<file path="config.mk">
export PLATFORM = sky130hd
export DESIGN_NAME = uart_rx_flat
export DESIGN_NICKNAME = d
export VERILOG_FILES = /design/src/rtl/uart_rx_if.sv /design/src/rtl/uart_rx.sv /design/src/flat_wrapper.sv
export SDC_FILE = /design/constraint.sdc
export NUM_CORES = 1
export LEC_CHECK = 0
export ABC_AREA = 1
export ABC_CLOCK_PERIOD_IN_PS = 1750
export BUFFER_PORTS_ARGS = -buffer_cell sky130_fd_sc_hd__buf_2
export CAP_MARGIN = 30
export CORE_UTILIZATION = 55
export DETAILED_ROUTE_END_ITERATION = 8
export PLACE_DENSITY = 0.73
export SYNTH_ARGS = -nofsm -noshare
export SYNTH_HDL_FRONTEND = slang
export SYNTH_SLANG_ARGS = --single-unit
</file>
<file path="constraint.sdc">
create_clock -name i_Clock -period 1.75 [get_ports i_Clock]
set_clock_uncertainty 0.05 [all_clocks]
set_input_delay 0.175 -clock i_Clock [delete_from_list [all_inputs] [get_ports i_Clock]]
set_output_delay 0.175 -clock i_Clock [all_outputs]
set_load 0.02 [all_outputs]
</file>
<file path="src/rtl/uart_rx_if.sv">
// uart_rx_if: receive-side bundle from uart_rx to the bridge core.
// Macro UART_RX_PARITY_EN adds the o_Parity_Err pulse.
interface uart_rx_if;
  logic       o_Rx_DV;
  logic [7:0] o_Rx_Byte;
  logic       o_Rx_Busy;
  logic       o_Frame_Err;
`ifdef UART_RX_PARITY_EN
  logic       o_Parity_Err;

  modport master (
    output o_Rx_DV,
    output o_Rx_Byte,
    output o_Rx_Busy,
    output o_Frame_Err,
    output o_Parity_Err
  );

  modport slave (
    input o_Rx_DV,
    input o_Rx_Byte,
    input o_Rx_Busy,
    input o_Frame_Err,
    input o_Parity_Err
  );
`else
  modport master (
    output o_Rx_DV,
    output o_Rx_Byte,
    output o_Rx_Busy,
    output o_Frame_Err
  );

  modport slave (
    input o_Rx_DV,
    input o_Rx_Byte,
    input o_Rx_Busy,
    input o_Frame_Err
  );
`endif
endinterface

</file>
<file path="src/rtl/uart_rx.sv">
// uart_rx: 8N1 UART receiver, mid-bit sampling, break lockout.
// Macro UART_RX_PARITY_EN adds a parity bit (sense set by PARITY_ODD).
module uart_rx #(
  parameter int CLKS_PER_BIT = 87,
  parameter bit PARITY_ODD   = 1'b0
) (
  input  logic      i_Clock,
  input  logic      i_Reset,
  input  logic      i_Rx_Serial,
  uart_rx_if.master rx_if
);

  localparam logic [15:0] C_BIT_END = 16'(CLKS_PER_BIT - 1);
  localparam logic [15:0] C_HALF    = 16'((CLKS_PER_BIT - 1) / 2);

  typedef enum logic [2:0] {
    S_IDLE   = 3'd0,
    S_START  = 3'd1,
    S_DATA   = 3'd2,
`ifdef UART_RX_PARITY_EN
    S_PARITY = 3'd3,
`endif
    S_STOP   = 3'd4,
    S_BREAK  = 3'd5
  } state_t;

  state_t      r_State;
  state_t      w_Next_State;

  logic        r_Rx_Meta;
  logic        r_Rx_Sync;
  logic [15:0] r_Count;
  logic [2:0]  r_Index;
  logic [7:0]  r_Shift;
  logic [7:0]  r_Rx_Byte;
  logic        r_Rx_DV;
  logic        r_Frame_Err;

  logic        w_Bit_End;
  logic        w_Cnt_Clr;
  logic        w_Shift_En;
  logic        w_Dv_Set;
  logic        w_Ferr_Set;
  logic        w_Par_Bad;

`ifdef UART_RX_PARITY_EN
  logic        r_Par_Bit;
  logic        r_Parity_Err;
  logic        w_Par_En;
  logic        w_Perr_Set;

  // Even sense: data XOR parity must be 0; odd sense: must be 1
  assign w_Par_Bad = ((^r_Shift) ^ r_Par_Bit) != PARITY_ODD;
`else
  // 8N1 build: parity never fails, the sense parameter has no effect
  assign w_Par_Bad = 1'b0 & PARITY_ODD;
`endif

  assign w_Bit_End = (r_Count == C_BIT_END);

  // Two-flop synchronizer on the asynchronous serial line
  always_ff @(posedge i_Clock or posedge i_Reset) begin
    if (i_Reset) begin
      r_Rx_Meta <= 1'b1;
      r_Rx_Sync <= 1'b1;
    end else begin
      r_Rx_Meta <= i_Rx_Serial;
      r_Rx_Sync <= r_Rx_Meta;
    end
  end

  // State register
  always_ff @(posedge i_Clock or posedge i_Reset) begin
    if (i_Reset) begin
      r_State <= S_IDLE;
    end else begin
      r_State <= w_Next_State;
    end
  end

  // Next-state and datapath control decode
  always_comb begin
    w_Next_State = r_State;
    w_Cnt_Clr    = 1'b0;
    w_Shift_En   = 1'b0;
    w_Dv_Set     = 1'b0;
    w_Ferr_Set   = 1'b0;
`ifdef UART_RX_PARITY_EN
    w_Par_En     = 1'b0;
    w_Perr_Set   = 1'b0;
`endif
    unique case (r_State)
      S_IDLE: begin
        w_Cnt_Clr = 1'b1;
        if (!r_Rx_Sync) begin
          w_Next_State = S_START;
        end
      end
      S_START: begin
        if (r_Count == C_HALF) begin
          w_Cnt_Clr    = 1'b1;
          w_Next_State = r_Rx_Sync ? S_IDLE : S_DATA;
        end
      end
      S_DATA: begin
        if (w_Bit_End) begin
          w_Cnt_Clr  = 1'b1;
          w_Shift_En = 1'b1;
          if (r_Index == 3'd7) begin
`ifdef UART_RX_PARITY_EN
            w_Next_State = S_PARITY;
`else
            w_Next_State = S_STOP;
`endif
          end
        end
      end
`ifdef UART_RX_PARITY_EN
      S_PARITY: begin
        if (w_Bit_End) begin
          w_Cnt_Clr    = 1'b1;
          w_Par_En     = 1'b1;
          w_Next_State = S_STOP;
        end
      end
`endif
      S_STOP: begin
        if (w_Bit_End) begin
          w_Cnt_Clr = 1'b1;
`ifdef UART_RX_PARITY_EN
          w_Perr_Set = w_Par_Bad;
`endif
          if (r_Rx_Sync) begin
            w_Dv_Set     = !w_Par_Bad;
            w_Next_State = S_IDLE;
          end else begin
            w_Ferr_Set   = 1'b1;
            w_Next_State = S_BREAK;
          end
        end
      end
      S_BREAK: begin
        w_Cnt_Clr = 1'b1;
        if (r_Rx_Sync) begin
          w_Next_State = S_IDLE;
        end
      end
      default: begin
        w_Cnt_Clr    = 1'b1;
        w_Next_State = S_IDLE;
      end
    endcase
  end

  // Bit-period counter, bit index and data shift register
  always_ff @(posedge i_Clock or posedge i_Reset) begin
    if (i_Reset) begin
      r_Count <= 16'd0;
      r_Index <= 3'd0;
      r_Shift <= 8'h00;
    end else begin
      r_Count <= w_Cnt_Clr ? 16'd0 : r_Count + 16'd1;
      if (r_State == S_IDLE) begin
        r_Index <= 3'd0;
      end else if (w_Shift_En) begin
        r_Shift[r_Index] <= r_Rx_Sync;
        r_Index          <= r_Index + 3'd1;
      end
    end
  end

`ifdef UART_RX_PARITY_EN
  // Capture the parity bit and pulse the parity error at stop sample
  always_ff @(posedge i_Clock or posedge i_Reset) begin
    if (i_Reset) begin
      r_Par_Bit    <= 1'b0;
      r_Parity_Err <= 1'b0;
    end else begin
      if (w_Par_En) begin
        r_Par_Bit <= r_Rx_Sync;
      end
      r_Parity_Err <= w_Perr_Set;
    end
  end

  assign rx_if.o_Parity_Err = r_Parity_Err;
`endif

  // Output byte register and single-cycle result pulses
  always_ff @(posedge i_Clock or posedge i_Reset) begin
    if (i_Reset) begin
      r_Rx_Byte   <= 8'h00;
      r_Rx_DV     <= 1'b0;
      r_Frame_Err <= 1'b0;
    end else begin
      r_Rx_DV     <= w_Dv_Set;
      r_Frame_Err <= w_Ferr_Set;
      if (w_Dv_Set) begin
        r_Rx_Byte <= r_Shift;
      end
    end
  end

  assign rx_if.o_Rx_DV     = r_Rx_DV;
  assign rx_if.o_Rx_Byte   = r_Rx_Byte;
  assign rx_if.o_Frame_Err = r_Frame_Err;
  assign rx_if.o_Rx_Busy   = (r_State != S_IDLE);

  // Good byte and framing error can never be reported together
  a_pulse_excl: assert property (
    @(posedge i_Clock) disable iff (i_Reset)
    !(r_Rx_DV && r_Frame_Err));

  // Each result pulse lasts exactly one clock
  a_dv_one: assert property (
    @(posedge i_Clock) disable iff (i_Reset)
    r_Rx_DV |=> !r_Rx_DV);

  a_ferr_one: assert property (
    @(posedge i_Clock) disable iff (i_Reset)
    r_Frame_Err |=> !r_Frame_Err);

endmodule

</file>
<file path="src/flat_wrapper.sv">
// flat-port wrapper written by rule: the top's interface ports become plain ports
module uart_rx_flat 
#(
  parameter int CLKS_PER_BIT = 87,
  parameter bit PARITY_ODD   = 1'b0
)
  (i_Clock, i_Reset, i_Rx_Serial, rx_if_o_Rx_DV, rx_if_o_Rx_Byte, rx_if_o_Rx_Busy, rx_if_o_Frame_Err);
  uart_rx_if rx_if_i ();
  input  logic i_Clock;
  input  logic i_Reset;
  input  logic i_Rx_Serial;
  output wire logic [$bits(rx_if_i.o_Rx_DV)-1:0] rx_if_o_Rx_DV;
  output wire logic [$bits(rx_if_i.o_Rx_Byte)-1:0] rx_if_o_Rx_Byte;
  output wire logic [$bits(rx_if_i.o_Rx_Busy)-1:0] rx_if_o_Rx_Busy;
  output wire logic [$bits(rx_if_i.o_Frame_Err)-1:0] rx_if_o_Frame_Err;
  assign rx_if_o_Rx_DV = rx_if_i.o_Rx_DV;
  assign rx_if_o_Rx_Byte = rx_if_i.o_Rx_Byte;
  assign rx_if_o_Rx_Busy = rx_if_i.o_Rx_Busy;
  assign rx_if_o_Frame_Err = rx_if_i.o_Frame_Err;
  uart_rx #(.CLKS_PER_BIT(CLKS_PER_BIT), .PARITY_ODD(PARITY_ODD)) u_core (.i_Clock(i_Clock), .i_Reset(i_Reset), .i_Rx_Serial(i_Rx_Serial), .rx_if(rx_if_i));
endmodule
</file>
After elaboration in Yosys (flattened, before gate mapping)
Cells that the tools add are included.
- output and inout bits: 11
- logic and storage cells: 59
- flip-flop bits (word level): 42
- bits of input ports: 3
- order comparisons: 2
- add/subtract/negate cells: 2
- reductions and logical operators: 7
- mux-type cells: 25
- equality and inequality tests: 13
- bitwise gates (word level): 1
- operators by type and width (kind ; count):
    3-bit 2-to-1 mux ; 9
    16-bit by 1-bit adder with 16-bit output, second input constant ; 1
    16-bit by 6-bit equality test with 1-bit output, second input constant ; 1
    16-bit by 7-bit equality test with 1-bit output, second input constant ; 1
    16-bit 2-to-1 mux ; 1
    3-bit case mux with 5 select lines ; 1
    1-bit 2-to-1 mux ; 10
    2-bit by 1-bit != test with 1-bit output, second input constant ; 5
    3-bit equality test, second input constant ; 3
    8-bit bitwise mux ; 1
    6-bit AND reduction ; 1
    3-bit by 4-bit less-than comparator with 1-bit output, second input constant ; 1
    3-bit by 1-bit adder with 3-bit output, second input constant ; 1
    1-bit demux with 3-bit select ; 1
    3-bit by 1-bit equality test with 1-bit output, second input constant ; 1
    3-bit by 2-bit equality test with 1-bit output, second input constant ; 1
    3-bit by 1-bit greater-or-equal comparator with 1-bit output, second input constant ; 1
    3-bit zero test ; 1
    3-bit nonzero test ; 1
    2-bit 2-to-1 mux ; 1
    2-bit != test, second input constant ; 1
    1-bit case mux with 2 select lines ; 1
    2-bit AND reduction ; 1
    2-bit nonzero test ; 1
    other kinds (3) ; 3

Longest topological paths before layout
- word-level depth: 5
- mapped depth: 10
- gate-level depth less buffers: 10

Least setup slack after synthesis
OpenSTA, ideal clock, no wires.
- path type: flip-flop to flip-flop
- start: reg u_core.r_Count[0]
- end: reg u_core.r_Count[12]
- path buffers: 1
- period minus slack after synthesis: 1546 ps
- stages on the path, launching flop included: 11
- arrival time: 1377 ps
- required time: 1582 ps
- library setup time: 118 ps
- path slack: 204 ps
- cells stage by stage: dfrtp_1 inv_2 ha_1 nand3_1 nor2_2 nand2_4 nor2_2 inv_1 nand2_2 buf_6 nor2_1
- longest elaborated chain between the ends: 4
- elaborated cells between the ends (all ways): 7
- those cells by class: 1 x add/sub; 2 x eq/ne; 4 x mux
- RTL lines (element ; RTL line ; RTL):
    start, declared ; uart_rx.sv:32 ; logic [15:0] r_Count;
    start signal, assigned ; uart_rx.sv:162 ; r_Count <= w_Cnt_Clr ? 16'd0 : r_Count + 16'd1;
    branches (longest 3 deep; another with 16-bit by 1-bit adder with 16-bit output) ; - ;
    16-bit 2-to-1 mux (*) ; uart_rx.sv:162 ;
Mark *: on every way between the ends.
A chain may end at the register's enable or synchronous reset.

Worst setup path in the final report
- start: reg u_core.r_Count[0]
- end: reg u_core.r_Shift[7]
- longest elaborated chain between the ends: 4
- RTL lines (element ; RTL line ; RTL):
    16-bit by 7-bit equality test with 1-bit output ; uart_rx.sv:59 ; assign w_Bit_End = (r_Count == C_BIT_END);
    1-bit 2-to-1 mux ; uart_rx.sv:106 ; if (w_Bit_End) begin
    1-bit 2-to-1 mux ; uart_rx.sv:92 ; unique case (r_State)
    2-bit AND reduction (no line) ; - ;
    end signal, assigned by index ; uart_rx.sv:166 ; r_Shift[r_Index] <= r_Rx_Sync;
    end, declared ; uart_rx.sv:34 ; logic [7:0] r_Shift;
Every way passes these cells.

==> out/qor.csv <==
metric;value;unit
result of the run;finished, final reports clean;
IR drop worst, VDD;0.845;mV
number of max-slew violations in the final report;0;
relative slew slack;65.2;%
cells along the critical path;inv_2 > ha_1 > nand3_1 > nor2_2 > nand2_4 > nor2_4 > nand3_1 > nand2_1 > o21ai_1;
total via count after detailed routing;1729;
Syn. warnings;0;
Synth Instances;267;
wire length per cell;11.8;microns
required time reported for the critical path endpoint;1870;ps
part of the cycle the worst path needs;94.6;%
clock transition time at the flip-flop clock pins of the worst setup and hold paths;80;ps
maximum single-stage delay on the critical path;450;ps
core area;0.00372;sq mm
number of enable-type register cells in the synthesized netlist;0;
insertion delay of the later-clocked pin in the worst-skew pair;300;ps
gpl congestion;0.895;
cell count after placement;328;
layout cell share with drive strength beyond 1;18.5;%
post-DP HPWL;2.88;mm
total congestion overflow after global routing;0;
Layout area overhead;13.0;%
power per cell area;1020;mW/mm^2
Register-to-Register Path Depth;9;
distinct cell type count after synthesis;26;
DRT Pass-1 Iters;4;
Worst path most repeated cell;sky130_fd_sc_hd__nand3_1;
Avg Cell Area, Syn;8.06;sq um
number of storage elements in the synthesis netlist;42;
final standard cell utilization of the core;65.5;%
FP Rows;22;
class of the most critical hold timing path;reg2reg;
CTS Sinks;42;
initial standard-cell utilization of the core;57.9;%
global-route wire length before repair;6.71;mm
count of antenna-violating nets left after detailed routing;0;
H-Tree Level Count;2;
maximum number of pins on one net before global-route repair;43;
area of the die;0.00417;sq mm
final count of hold timing violations;0;
I/O pins;14;
Critical Path Sink Type;flop;
root buf cell;sky130_fd_sc_hd__clkbuf_8;
top fanout value on the critical path;8;
overall routing resource usage;21.1;%
Min-Delay Path Depth;0;
fraction of synthesis flops using an asynchronous set or reset pin;100;%
initial antenna violation count;0;
data arrival time of the worst path;1780;ps
quantity of I/O buffers inserted on ports;13;
via-per-instance ratio;5.09;
CTS tree;built;
DRC viols;0;
area share of the leading cell type in the synthesized netlist;46.5;%
maximum frequency from static timing analysis;604;MHz
Iteration-0 DRC Markers;135;
maximum root-to-sink buffer count;2;
crit start category;flop;
Die W;64.6;microns
final routed wirelength across all metal layers;4.02;mm
primary flip-flop cell chosen by synthesis mapping;sky130_fd_sc_hd__dfrtp_1;
Tightest Pin Transition;522;ps
fraction of the yosys area taken by sequential cells;48.9;%
CTS Buf Count;5;
y dimension of the die;64.6;microns
diodes inserted;0;
number of nets in the finished design;298;
post-synthesis instance area;0.00215;sq mm
cell taking the most area after synthesis;sky130_fd_sc_hd__dfrtp_1;
Finished Layout Cells;340;
number of maximum-capacitance violations;0;
setup repair after global routing missed its margin;yes;
cell with the largest stage delay on the worst path;sky130_fd_sc_hd__dfrtp_2;
layout filler cell count;325;
dominant cells by area after synthesis;sky130_fd_sc_hd__dfrtp_1 (46%), sky130_fd_sc_hd__nand2_1 (13%), sky130_fd_sc_hd__nor2_1 (6.3%), sky130_fd_sc_hd__nand3_1 (4.4%), sky130_fd_sc_hd__inv_1 (4.4%);
worst setup path class;reg2reg;
total setup violations reported at the end of the flow;0;
Net Count, Synth;274;
Leakage Power;1.19;nW
via count of the first global-routing pass;1531;
post-route minimum period;1650;ps
total power consumption of the routed design;2.48;mW
critical path: cells and delay by family, from the launching register on:
family	cells	cell delay (ps)
fa+ha+maj	1	150
buf+inv	1	90
flops	1	450
compound gates	1	60
simple gates	6	720
report_power, final:
group / leakage (nW) / total [mW] / internal, mW / switching [mW]
combinational: 0.567 / 0.627 / 0.172 / 0.455
clock: 0.0504 / 0.768 / 0.424 / 0.344
sequential: 0.574 / 1.08 / 1.03 / 0.0573
total: 1.19 / 2.48 / 1.62 / 0.856
path summary, 6_finish.rpt:
path,from,end,slack [ps]
min in group asynchronous,i_Reset,u_core.rx_if.o_Rx_DV,490
setup / recovery,u_core.r_Count[0],u_core.r_Shift[7],100
setup reg to reg,u_core.r_Count[0],u_core.r_Shift[7],100
max in group asynchronous,i_Reset,u_core.r_Count[0],770
hold / removal,u_core.r_Rx_Meta,u_core.r_Rx_Sync,310
hold reg to reg,u_core.r_Rx_Meta,u_core.r_Rx_Sync,310
cell families after synthesis:
| kind of cell | share of synthesized area (%) |
|---|---|
| AOI/OAI and AO/OA | 5.05 |
| xor gates and xnor gates | 2.44 |
| adders and majority gates | 2.32 |
| buffers and inverters | 7.03 |
| DFF | 48.9 |
| and+or+nand+nor | 34.2 |
state kept, by name, indices dropped and copies added (netlist names), 3 cells and up:
register                cells
u_core.rx_if.o_Rx_Byte      8
u_core.r_Shift              8
u_core.r_Index              3
u_core.r_State              3
u_core.r_Count             16
cells in the mapped netlist, types with 4 or more instances:
| cell | n |
|---|---|
| sky130_fd_sc_hd__ha_1 | 4 |
| sky130_fd_sc_hd__nand3_1 | 19 |
| sky130_fd_sc_hd__o21ai_1 | 7 |
| sky130_fd_sc_hd__dfrtp_1 | 40 |
| sky130_fd_sc_hd__nor3_1 | 8 |
| sky130_fd_sc_hd__inv_1 | 25 |
| sky130_fd_sc_hd__o21ai_0 | 8 |
| sky130_fd_sc_hd__nor2_2 | 5 |
| sky130_fd_sc_hd__inv_2 | 7 |
| sky130_fd_sc_hd__xor2_1 | 6 |
| sky130_fd_sc_hd__nor2_1 | 36 |
| sky130_fd_sc_hd__nand2_1 | 77 |
what timing repair did:
action                                  CTS  global route
hold endpoints to repair                 41             0
endpoints found under the setup margin    0            23
hold buffers                              2             0
gates resized for setup                   0             5
buffers inserted                          0             1
layer usage:
layer,global-route usage [%],vias to the layer above,share of wire [%]
met3,5.28,7,3.6
met2,31.2,31,44
met5,0,-,0
met4,7.50,0,1.4
met1,30.1,806,51
li1,-,885,-
area by class of cell:
type | instances | area [sq um] | share of cell area, %
sequential | 42 | 1050 | 43.4
multi-input combinational | 190 | 967 | 39.8
clock buffer | 5 | 68.8 | 2.83
timing repair buffer | 18 | 108 | 4.42
clock inverter | 3 | 45.0 | 1.85
tap | 48 | 60.1 | 2.47
inverter | 34 | 129 | 5.30
through the flow:
| step | setup slack, ps | cell area [sq um] | setup TNS [ps] | hold WS, ps |
|---|---|---|---|---|
| finish | 95.3 | 2430 | 0 | 309 |
| global route | -12.5 | 2430 | -21.3 | 311 |
| CTS | 4.62 | 2400 | 0 | 310 |
| detailed placement | 30.0 | 2270 | 0 | 232 |
| global placement | 93.6 | 2270 | 0 | 231 |
| floorplan | 204 | 2150 | 0 | 129 |
placed cells by master (no fill, tap or decap):
master	instances
sky130_fd_sc_hd__nor3_2	3
sky130_fd_sc_hd__nand2_2	1
sky130_fd_sc_hd__clkinvlp_4	2
sky130_fd_sc_hd__nor2_2	6
sky130_fd_sc_hd__ha_1	4
sky130_fd_sc_hd__dlygate4sd3_1	2
sky130_fd_sc_hd__nor2_1	35
sky130_fd_sc_hd__inv_1	25
sky130_fd_sc_hd__o21ai_1	8
sky130_fd_sc_hd__dfstp_2	2
sky130_fd_sc_hd__xor2_1	6
sky130_fd_sc_hd__a21oi_2	1
sky130_fd_sc_hd__dfrtp_2	1
sky130_fd_sc_hd__nor3_4	1
sky130_fd_sc_hd__o21bai_1	2
sky130_fd_sc_hd__buf_4	3
sky130_fd_sc_hd__clkbuf_8	5
sky130_fd_sc_hd__clkinv_2	1
sky130_fd_sc_hd__dfrtp_1	39
sky130_fd_sc_hd__inv_2	7
sky130_fd_sc_hd__buf_2	13
sky130_fd_sc_hd__nand2_1	77
sky130_fd_sc_hd__clkinv_1	1
sky130_fd_sc_hd__nand3_4	2
sky130_fd_sc_hd__bufinv_16	1
sky130_fd_sc_hd__nand4_1	3
sky130_fd_sc_hd__o21ai_0	7
sky130_fd_sc_hd__nand2_4	2
sky130_fd_sc_hd__nand3_1	19
sky130_fd_sc_hd__a21oi_1	2
sky130_fd_sc_hd__nor3_1	8
sky130_fd_sc_hd__nor2_4	3
(Power assumes the default switching activity.)
